[config.mk]
export PLATFORM = sky130hd
export DESIGN_NAME = sad_disparity_ctrl_flat
export DESIGN_NICKNAME = d
export VERILOG_FILES = /design/src/rtl/sad_disparity_ctrl_pkg.sv /design/src/rtl/sad_disparity_ctrl_if.sv /design/src/rtl/sad_disparity_ctrl_min_tracker.sv /design/src/rtl/sad_disparity_ctrl.sv /design/src/flat_wrapper.sv
export SDC_FILE = /design/constraint.sdc
export NUM_CORES = 1
export LEC_CHECK = 0
export ABC_AREA = 1
export CORE_ASPECT_RATIO = 0.8
export CORE_MARGIN = 3
export CORE_UTILIZATION = 52
export CTS_CLUSTER_DIAMETER = 30
export CTS_CLUSTER_SIZE = 12
export DETAILED_ROUTE_END_ITERATION = 8
export PLACE_DENSITY = 0.81
export SLEW_MARGIN = 20
export SYNTH_ARGS = -nofsm -noshare
export SYNTH_HDL_FRONTEND = slang
export SYNTH_HIERARCHICAL = 1
export SYNTH_SLANG_ARGS = --single-unit
[constraint.sdc]
create_clock -name clk -period 2.5 [get_ports clk]
set_input_delay 0.5 -clock clk [delete_from_list [all_inputs] [get_ports clk]]
set_output_delay 0.5 -clock clk [all_outputs]
set_load 0.01 [all_outputs]
[src/rtl/sad_disparity_ctrl_pkg.sv]
// Shared definitions for the stereo block-matching controller: FSM state
// type, default geometry and the width helpers used for parameter defaults.
package stereo_pkg;

    typedef enum logic [1:0] {
        ST_IDLE  = 2'd0,
        ST_ISSUE = 2'd1,
        ST_DRAIN = 2'd2,
        ST_DONE  = 2'd3
    } sad_ctrl_state_t;

    localparam int DEF_WIN      = 3;
    localparam int DEF_PIX_W    = 8;
    localparam int DEF_MAX_DISP = 64;

    // Bits needed to hold the largest possible SAD over a WIN x WIN window.
    function automatic int sad_width(input int win, input int pix_w);
        return $clog2(win * win * (2 ** pix_w - 1) + 1);
    endfunction

    // Disparity index width; a single-candidate sweep still needs one bit.
    function automatic int disp_width(input int max_disp);
        return (max_disp > 1) ? $clog2(max_disp) : 1;
    endfunction

endpackage

[src/rtl/sad_disparity_ctrl_if.sv]
// Handshake bundle between the disparity controller and its neighbours:
// pixel scheduler, SAD pipeline and disparity-map writer.
interface sad_disparity_ctrl_if
    import stereo_pkg::*;
#(
    parameter int DISP_W = disp_width(DEF_MAX_DISP),
    parameter int SAD_W  = sad_width(DEF_WIN, DEF_PIX_W)
);
    logic              pix_valid;
    logic              pix_ready;
    logic              cand_valid;
    logic [DISP_W-1:0] cand_disp;
    logic              cand_ready;
    logic              sad_valid;
    logic [SAD_W-1:0]  sad_value;
    logic              disp_valid;
    logic [DISP_W-1:0] disp;
    logic [SAD_W-1:0]  disp_sad;
    logic              disp_ready;
    logic              busy;

    // Controller side.
    modport master (
        input  pix_valid, cand_ready, sad_valid, sad_value, disp_ready,
        output pix_ready, cand_valid, cand_disp, disp_valid, disp, disp_sad, busy
    );

    // Environment side (scheduler, SAD pipeline, writer).
    modport slave (
        output pix_valid, cand_ready, sad_valid, sad_value, disp_ready,
        input  pix_ready, cand_valid, cand_disp, disp_valid, disp, disp_sad, busy
    );
endinterface

[src/rtl/sad_disparity_ctrl_min_tracker.sv]
// Running-minimum tracker: keeps the best SAD seen so far and the disparity
// that produced it. Strict less-than means ties keep the earliest index.
module sad_min_tracker
    import stereo_pkg::*;
#(
    parameter int DISP_W = 1,
    parameter int SAD_W  = 12
) (
    input  logic              clk,
    input  logic              rst_n,
    input  logic              i_clear,
    input  logic              i_sad_valid,
    input  logic [SAD_W-1:0]  i_sad_value,
    input  logic [DISP_W-1:0] i_idx,
    output logic [DISP_W-1:0] o_best_disp,
    output logic [SAD_W-1:0]  o_best_sad
);
    logic [DISP_W-1:0] r_best_disp;
    logic [SAD_W-1:0]  r_best_sad;
    logic              w_better;

    assign w_better    = i_sad_valid && (i_sad_value < r_best_sad);
    assign o_best_disp = r_best_disp;
    assign o_best_sad  = r_best_sad;

    // Clear to "worse than anything" at job start, otherwise load on improvement.
    always_ff @(posedge clk or negedge rst_n) begin
        if (!rst_n) begin
            r_best_disp <= '0;
            r_best_sad  <= '0;
        end else if (i_clear) begin
            r_best_disp <= '0;
            r_best_sad  <= '1;
        end else if (w_better) begin
            r_best_disp <= i_idx;
            r_best_sad  <= i_sad_value;
        end
    end
endmodule

[src/rtl/sad_disparity_ctrl.sv]
// Disparity sweep sequencer: issues candidates 0..MAX_DISP-1 to the SAD
// pipeline, consumes results in order and reports the minimum-SAD disparity.
module sad_disparity_ctrl
    import stereo_pkg::*;
#(
    parameter int WIN      = DEF_WIN,
    parameter int PIX_W    = DEF_PIX_W,
    parameter int MAX_DISP = DEF_MAX_DISP,
    parameter int DISP_W   = disp_width(MAX_DISP),
    parameter int SAD_W    = sad_width(WIN, PIX_W)
) (
    input logic                  clk,
    input logic                  rst_n,
    sad_disparity_ctrl_if.master bus
);
    localparam logic [DISP_W-1:0] LAST_IDX = DISP_W'(MAX_DISP - 1);

    sad_ctrl_state_t   r_state;
    logic              r_pix_ready;
    logic              r_cand_valid;
    logic              r_disp_valid;
    logic              r_busy;
    logic [DISP_W-1:0] r_issue_cnt;
    logic [DISP_W-1:0] r_res_cnt;

    logic              w_clear;
    logic              w_track;
    logic [DISP_W-1:0] w_best_disp;
    logic [SAD_W-1:0]  w_best_sad;

    // Results only count while a sweep is in flight; stray ones are dropped.
    assign w_clear = (r_state == ST_IDLE) && bus.pix_valid;
    assign w_track = bus.sad_valid && ((r_state == ST_ISSUE) || (r_state == ST_DRAIN));

    sad_min_tracker #(
        .DISP_W (DISP_W),
        .SAD_W  (SAD_W)
    ) u_tracker (
        .clk         (clk),
        .rst_n       (rst_n),
        .i_clear     (w_clear),
        .i_sad_valid (w_track),
        .i_sad_value (bus.sad_value),
        .i_idx       (r_res_cnt),
        .o_best_disp (w_best_disp),
        .o_best_sad  (w_best_sad)
    );

    // Sweep FSM with issue/result counters and registered handshake outputs.
    always_ff @(posedge clk or negedge rst_n) begin
        if (!rst_n) begin
            r_state      <= ST_IDLE;
            r_pix_ready  <= 1'b1;
            r_cand_valid <= 1'b0;
            r_disp_valid <= 1'b0;
            r_busy       <= 1'b0;
            r_issue_cnt  <= '0;
            r_res_cnt    <= '0;
        end else begin
            case (r_state)
                ST_IDLE: begin
                    if (bus.pix_valid) begin
                        r_state      <= ST_ISSUE;
                        r_pix_ready  <= 1'b0;
                        r_cand_valid <= 1'b1;
                        r_busy       <= 1'b1;
                        r_issue_cnt  <= '0;
                        r_res_cnt    <= '0;
                    end
                end
                ST_ISSUE: begin
                    if (bus.cand_ready) begin
                        if (r_issue_cnt == LAST_IDX) begin
                            r_state      <= ST_DRAIN;
                            r_cand_valid <= 1'b0;
                        end else begin
                            r_issue_cnt <= r_issue_cnt + 1'b1;
                        end
                    end
                    // A final result here overrides the DRAIN move above.
                    if (bus.sad_valid) begin
                        if (r_res_cnt == LAST_IDX) begin
                            r_state      <= ST_DONE;
                            r_cand_valid <= 1'b0;
                            r_disp_valid <= 1'b1;
                        end else begin
                            r_res_cnt <= r_res_cnt + 1'b1;
                        end
                    end
                end
                ST_DRAIN: begin
                    if (bus.sad_valid) begin
                        if (r_res_cnt == LAST_IDX) begin
                            r_state      <= ST_DONE;
                            r_disp_valid <= 1'b1;
                        end else begin
                            r_res_cnt <= r_res_cnt + 1'b1;
                        end
                    end
                end
                ST_DONE: begin
                    if (bus.disp_ready) begin
                        r_state      <= ST_IDLE;
                        r_disp_valid <= 1'b0;
                        r_busy       <= 1'b0;
                        r_pix_ready  <= 1'b1;
                    end
                end
                default: r_state <= ST_IDLE;
            endcase
        end
    end

    assign bus.pix_ready  = r_pix_ready;
    assign bus.cand_valid = r_cand_valid;
    assign bus.cand_disp  = r_issue_cnt;
    assign bus.disp_valid = r_disp_valid;
    assign bus.disp       = w_best_disp;
    assign bus.disp_sad   = w_best_sad;
    assign bus.busy       = r_busy;
endmodule

[src/flat_wrapper.sv]
// flat-port wrapper written by rule: the top's interface ports become plain ports
module sad_disparity_ctrl_flat import stereo_pkg::*;
#(
    parameter int WIN      = DEF_WIN,
    parameter int PIX_W    = DEF_PIX_W,
    parameter int MAX_DISP = DEF_MAX_DISP,
    parameter int DISP_W   = disp_width(MAX_DISP),
    parameter int SAD_W    = sad_width(WIN, PIX_W)
)
  (clk, rst_n, bus_pix_valid, bus_cand_ready, bus_sad_valid, bus_sad_value, bus_disp_ready, bus_pix_ready, bus_cand_valid, bus_cand_disp, bus_disp_valid, bus_disp, bus_disp_sad, bus_busy);
  sad_disparity_ctrl_if #(.DISP_W(DISP_W), .SAD_W(SAD_W)) bus_i ();
  input logic clk;
  input logic rst_n;
  input wire logic [$bits(bus_i.pix_valid)-1:0] bus_pix_valid;
  input wire logic [$bits(bus_i.cand_ready)-1:0] bus_cand_ready;
  input wire logic [$bits(bus_i.sad_valid)-1:0] bus_sad_valid;
  input wire logic [$bits(bus_i.sad_value)-1:0] bus_sad_value;
  input wire logic [$bits(bus_i.disp_ready)-1:0] bus_disp_ready;
  output wire logic [$bits(bus_i.pix_ready)-1:0] bus_pix_ready;
  output wire logic [$bits(bus_i.cand_valid)-1:0] bus_cand_valid;
  output wire logic [$bits(bus_i.cand_disp)-1:0] bus_cand_disp;
  output wire logic [$bits(bus_i.disp_valid)-1:0] bus_disp_valid;
  output wire logic [$bits(bus_i.disp)-1:0] bus_disp;
  output wire logic [$bits(bus_i.disp_sad)-1:0] bus_disp_sad;
  output wire logic [$bits(bus_i.busy)-1:0] bus_busy;
  assign bus_i.pix_valid = bus_pix_valid;
  assign bus_i.cand_ready = bus_cand_ready;
  assign bus_i.sad_valid = bus_sad_valid;
  assign bus_i.sad_value = bus_sad_value;
  assign bus_i.disp_ready = bus_disp_ready;
  assign bus_pix_ready = bus_i.pix_ready;
  assign bus_cand_valid = bus_i.cand_valid;
  assign bus_cand_disp = bus_i.cand_disp;
  assign bus_disp_valid = bus_i.disp_valid;
  assign bus_disp = bus_i.disp;
  assign bus_disp_sad = bus_i.disp_sad;
  assign bus_busy = bus_i.busy;
  sad_disparity_ctrl #(.WIN(WIN), .PIX_W(PIX_W), .MAX_DISP(MAX_DISP), .DISP_W(DISP_W), .SAD_W(SAD_W)) u_core (.clk(clk), .rst_n(rst_n), .bus(bus_i));
endmodule
==> results of run 1 <==
==> kinds of logic after synthesis <==
logic type / count (synthesis) / share of synthesized area
AOI/OAI and AO/OA: 28 / 0.0717
xor gates and xnor gates: 3 / 0.0108
adders and majority gates: 17 / 0.0877
buffers and inverters: 49 / 0.0867
DFF: 36 / 0.372
and+or+nand+nor: 168 / 0.371
==> layout by cell type (no fill, tap or decap), types with 3 or more instances in the layout <==
cell,synthesis,final
nand2_1,70,70
clkdlybuf4s50_1,0,45
inv_1,36,36
dfrtp_1,35,35
nand3_1,32,32
ha_1,17,17
or2_2,15,15
nand2_2,14,14
nor2_1,11,11
o21ai_0,11,11
nand2_4,11,11
a21oi_1,8,8
nand4_1,7,7
inv_2,6,6
clkbuf_8,0,5
o21ai_1,3,3
buf_4,0,3
==> stage by stage <==
step | cell area, um^2 | instances | power [mW]
after global placement | 2930 | 401 | 2.55
after detailed placement | 2930 | 401 | 2.60
after global routing | 3030 | 409 | 3.38
after CTS | 3030 | 409 | 3.12
after floorplan | 2420 | 301 | 2.06
final | 3030 | 409 | 3.10
==> cell type report <==
cell class,instances,share of cell area
inverters,44,0.0553
clock buffers,6,0.0239
flip-flops and latches,36,0.297
well taps,57,0.0235
multi-input cells,216,0.433
clock inverters,2,0.0115
repair buffers,48,0.156
==> critical path, cell delays in order <==
cell and delay, ps:
clkdlybuf4s50_1 440, ha_1 330, nand2_1 90, inv_2 40, nand2_1 50, nand2_1 80
a21oi_4 290, nand2_8 160, nand2_8 200, nand2_1 70, nand2_1 60
==> flip-flops by register name (all words and copies together), names as in the netlist, named ones only <==
register                      flops
u_core/bus.busy                   1
u_core/bus.cand_disp              6
u_core/bus.cand_valid             1
u_core/bus.disp_valid             1
u_core/bus.pix_ready              1
u_core/r_res_cnt                  6
u_core/r_state                    1
u_core/u_tracker/o_best_disp      6
u_core/u_tracker/o_best_sad      12
==> per-layer routing <==
layer	up-vias	share of wire	global-route usage
li1	1054	-	-
met1	900	0.49	0.305
met2	60	0.44	0.309
met3	7	0.057	0.0432
met4	0	0.010	0.0622
met5	-	0	0
==> final timing paths <==
kind	from	endpoint	slack (ps)	depth (start not counted)
worst max-delay path	bus_sad_value[7]	u_core/u_tracker/o_best_sad[5]	390	11
worst min-delay path	u_core/bus.cand_valid	u_core/bus.cand_valid	470	2
worst max register to register	u_core/r_state[0]	u_core/u_tracker/o_best_sad[5]	430	12
worst min register to register	u_core/bus.cand_valid	u_core/bus.cand_valid	470	2
max in group asynchronous	rst_n	u_core/bus.pix_ready	1530	2
min in group asynchronous	rst_n	u_core/bus.cand_disp[1]	620	2
==> power by group <==
group	internal (mW)	switching, mW
Sequential	0.778	0.180
Clock	0.296	0.207
Combinational	0.718	0.924
==> results.py, run 1 <==
metrics = {
    "outcome": {
        "outcome": "finished clean",
    },
    "placed_design": {
        "place.gp.congestion": 0.873,
        "dp_hpwl_um": 3850,
        "numPortBuffers": 45,
        "pre_cts_ws_ps": 89.7,
    },
    "setup_path": {
        "start_kind": "input pin",
        "critPathMaxFanout": 19,
        "crit_type": "in2reg",
        "crit_arrival_ps": 2330,
        "end_kind": "flop",
        "cp_data_required_time_ps": 2730,
    },
    "yosys": {
        "synth-edff-count": 0,
        "syn_avg_cell_area_um2": 8.06,
        "ys_ff_latch": 36,
        "syn_nets": 336,
        "yosys-top-cells-area": "dfrtp_1 36%, nand2_1 11%, ha_1 8.8%",
        "ys_top_cells_by_count": "70 x nand2_1, 36 x inv_1, 35 x dfrtp_1",
        "synth_cells": 301,
        "syn_area_um2": 2420,
        "async_flop_share": 1.00,
        "synth_top_area_share": 0.361,
        "synthFlopType": "dfrtp_1",
        "synth_top_cell_by_area": "dfrtp_1",
        "synthDistinctLibCells": 33,
        "seq_area_frac_synth": 0.372,
        "yosysMostFrequentCell": "nand2_1",
        "yosysWarnings": 6,
    },
    "cts": {
        "cts_tree": "built",
        "path_clk_slew_ps": 70,
        "cts_setup_buffers": 0,
        "ctsHoldBuffers": 0,
        "cts_resized": 0,
        "htreeDepth": 2,
        "cts_buffers": 5,
        "cts_root_buf": "clkbuf_8",
        "clockBufferDepth": 2,
        "clk-insertion-delay-late_ps": 290,
        "clock_sinks": 36,
    },
    "grt": {
        "antenna_found_initial": 0,
        "gr-usage-all-layers": 0.209,
        "grt_pass1_vias": 1971,
        "grt_pass1_wl_um": 8820,
        "gr-total-overflow": 0,
        "grt_max_degree": 37,
    },
    "die": {
        "die_height_um": 67.1,
        "fp-row-count": 21,
        "die_w_um": 82.3,
        "initial_utilization": 0.559,
        "ios": 46,
        "core_area_um2": 4340,
        "die_area_um2": 5520,
    },
    "sta": {
        "slew_violations": 0,
        "fin_hold_ws_ps": 470,
        "rsz0062_at_grt": "no",
        "clock.fmax_mhz": 475,
        "tns_ps": 0,
        "setup-violations-final": 0,
        "fin_crit_sh": 0.842,
        "fin_ws_ps": 395,
        "period_needed_ps": 2110,
        "tightest_slew_ps": 486,
        "relSlewSlack": 0.676,
        "finalHoldViolCount": 0,
        "fin_skew_ps": 5.43,
    },
    "power": {
        "p_per_area_nw_per_um2": 1020,
        "max-vdd-ir-drop_v": 0.000701,
        "p_leak_nw": 1.53,
    },
    "routing": {
        "first_iter_violations": 112,
        "drt_first_pass_iters": 4,
        "wl_per_cell_um": 12.5,
        "drt-total-wl_um": 5100,
        "drtAntennaViolNets": 0,
        "vias_per_cell": 4.94,
        "num_vias": 2021,
        "remaining_drc_errors": 0,
    },
    "final_layout": {
        "regArea_um2": 902,
        "final_nets": 386,
        "multi_input_area_um2": 1310,
        "drive_gt1_frac": 0.190,
        "diodes": 0,
        "area_growth_pct": 25.1,
        "final_util": 0.700,
        "n_fill_cell": 350,
    },
    "min_path": {
        "hold_path.class": "reg2reg",
    },
    "flow_run": {
        "maxCapViolations": 0,
    },
}
No activity file was read; power rests on OpenSTA's default activity.
==> run 2: changes to the inputs <==
CORE_UTILIZATION = 47   (was 52)
PLACE_DENSITY = 0.77   (was 0.81)
clock period = 1.87 ns   (was 2.5 ns; I/O delays follow)
==> results.py, run 2 (synthesis results as in run 1) <==
metrics = {
    "sta": {
        "fin_skew_ps": 5.92,
        "fin_crit_sh": 0.966,
        "setup-violations-final": 0,
        "finalHoldViolCount": 0,
        "relSlewSlack": 0.717,
        "tightest_slew_ps": 423,
        "slew_violations": 0,
        "tns_ps": 0,
        "clock.fmax_mhz": 553,
        "period_needed_ps": 1810,
        "fin_ws_ps": 63.1,
    },
    "final_layout": {
        "area_growth_pct": 40.5,
        "final_nets": 411,
        "n_fill_cell": 359,
        "mostFrequentLayoutCells": "67 x nand2_1, 39 x clkdlybuf4s50_1, 35 x dfrtp_1",
        "diodes": 0,
        "final_common_cell": "nand2_1",
        "largest_register_ffs": 12,
        "drive_gt1_frac": 0.273,
    },
    "cts": {
        "cts_root_buf": "clkbuf_8",
        "clock_sinks": 36,
        "ctsHoldBuffers": 0,
        "clk-insertion-delay-late_ps": 280,
        "clockBufferDepth": 2,
        "cts_buffers": 5,
        "htreeDepth": 2,
        "cts_tree": "built",
        "path_clk_slew_ps": 70,
    },
    "power": {
        "total_power_mw": 4.66,
        "p_leak_nw": 1.74,
        "p_per_area_nw_per_um2": 1370,
        "max-vdd-ir-drop_v": 0.000841,
    },
    "setup_path": {
        "crit_arrival_ps": 1990,
        "critPathMaxFanout": 5,
        "r2r_cells": 13,
        "cp_data_required_time_ps": 2050,
        "reg2reg_from": "u_core/r_state[0]",
        "crit_type": "in2reg",
        "start_kind": "input pin",
        "startpoint": "bus_sad_value[8]",
        "worst_r2r_endpoint": "u_core/u_tracker/o_best_sad[0]",
        "end_kind": "flop",
        "cp-endpoint": "u_core/u_tracker/o_best_sad[0]",
        "rrSetupSlack_ps": 90,
    },
    "placed_design": {
        "place.gp.congestion": 0.821,
        "pre_cts_ws_ps": -293,
        "numPortBuffers": 45,
        "dp_hpwl_um": 4000,
    },
    "routing": {
        "first_iter_violations": 94,
        "wl_per_cell_um": 13.1,
        "vias_per_cell": 5.05,
        "num_vias": 2208,
        "drt_first_pass_iters": 4,
        "drt-total-wl_um": 5720,
        "drtAntennaViolNets": 0,
        "remaining_drc_errors": 0,
    },
    "grt": {
        "grt_pass1_vias": 2045,
        "antenna_found_initial": 0,
        "gr-usage-all-layers": 0.184,
        "grt_max_degree": 37,
        "grt_pass1_wl_um": 9060,
        "gr-total-overflow": 0,
    },
    "die": {
        "die_area_um2": 6060,
        "fp-row-count": 22,
        "die_height_um": 70.2,
        "ios": 46,
        "initial_utilization": 0.506,
        "core_area_um2": 4790,
        "die_w_um": 86.3,
    },
    "outcome": {
        "outcome": "finished clean",
    },
    "min_path": {
        "hold_path.class": "in2reg",
    },
    "flow_run": {
        "maxCapViolations": 0,
    },
}
-- run 2: changes by cell type in the layout (fill, tap and decap cells not counted), sizes merged --
| cell | previous run | this run |
|---|---|---|
| clkbuf | 6 | 7 |
| buf | 3 | 25 |
| dlymetal6s2s | 0 | 6 |
| clkdlybuf4s50 | 45 | 39 |
| nand2 | 97 | 99 |
-- run 2: how the worst min path moves through the flow --
stage,startpoint,end,slack (ps),cells past startpoint
2_1_floorplan,rst_n,async pin,80,0
3_3_place_gp,u_core/bus.cand_valid,u_core/bus.cand_valid,460,2
3_5_place_dp,u_core/bus.pix_ready,u_core/bus.pix_ready,460,2
4_1_cts,rst_n,u_core/u_tracker/o_best_sad[6],460,2
5_1_grt,bus_sad_value[5],u_core/u_tracker/o_best_sad[5],460,4
6_report,bus_sad_value[5],u_core/u_tracker/o_best_sad[5],420,4
-- run 2: where the power goes --
| group | internal, mW | switching [mW] | total (mW) |
|---|---|---|---|
| Combinational | 1.31 | 1.41 | 2.72 |
| Sequential | 1.04 | 0.235 | 1.27 |
| Clock | 0.396 | 0.276 | 0.671 |
-- run 2: cell type report --
| cell class | instances | area (um^2) | share of cell area |
|---|---|---|---|
| multi-input cells | 218 | 1410 | 0.415 |
| flip-flops and latches | 36 | 902 | 0.265 |
| repair buffers | 71 | 741 | 0.217 |
| inverters | 44 | 168 | 0.0492 |
| well taps | 60 | 75.1 | 0.0220 |
| clock buffers | 6 | 72.6 | 0.0213 |
| clock inverters | 2 | 35.0 | 0.0103 |
-- run 2: critical path, cell delays in order --
cell and delay [ps]:
clkdlybuf4s50_1 480, ha_1 240, nand2_2 90, nor2_4 50
buf_4 130, a21oi_4 140, buf_12 140, nand2_8 70
clkbuf_16 150, nand3_1 70, nand2_2 50
-- run 2: timing repair --
item                                    4_1_cts  5_1_grt
pin swaps                                     1       13
resized for setup                             0       17
gates cloned                                  1        2
endpoints found under the setup margin        4       18
buffers inserted                              0        4
-- run 2: metrics by stage --
stage	std cells	cell area (um^2)	utilization	hold slack, ps
floorplan	301	2440	-	78.4
global placement	422	3130	0.653	459
detailed placement	422	3130	0.653	465
CTS	431	3250	0.678	463
global route	437	3410	0.711	460
finish	437	3410	0.711	418
-- run 2: per-layer routing --
metal | global-route usage | up-vias | routed length [um]
li1 | - | 1111 | -
met1 | 0.272 | 1023 | 2700
met2 | 0.275 | 68 | 2680
met3 | 0.0401 | 6 | 304
met4 | 0.0433 | 0 | 44
met5 | 0 | - | 0
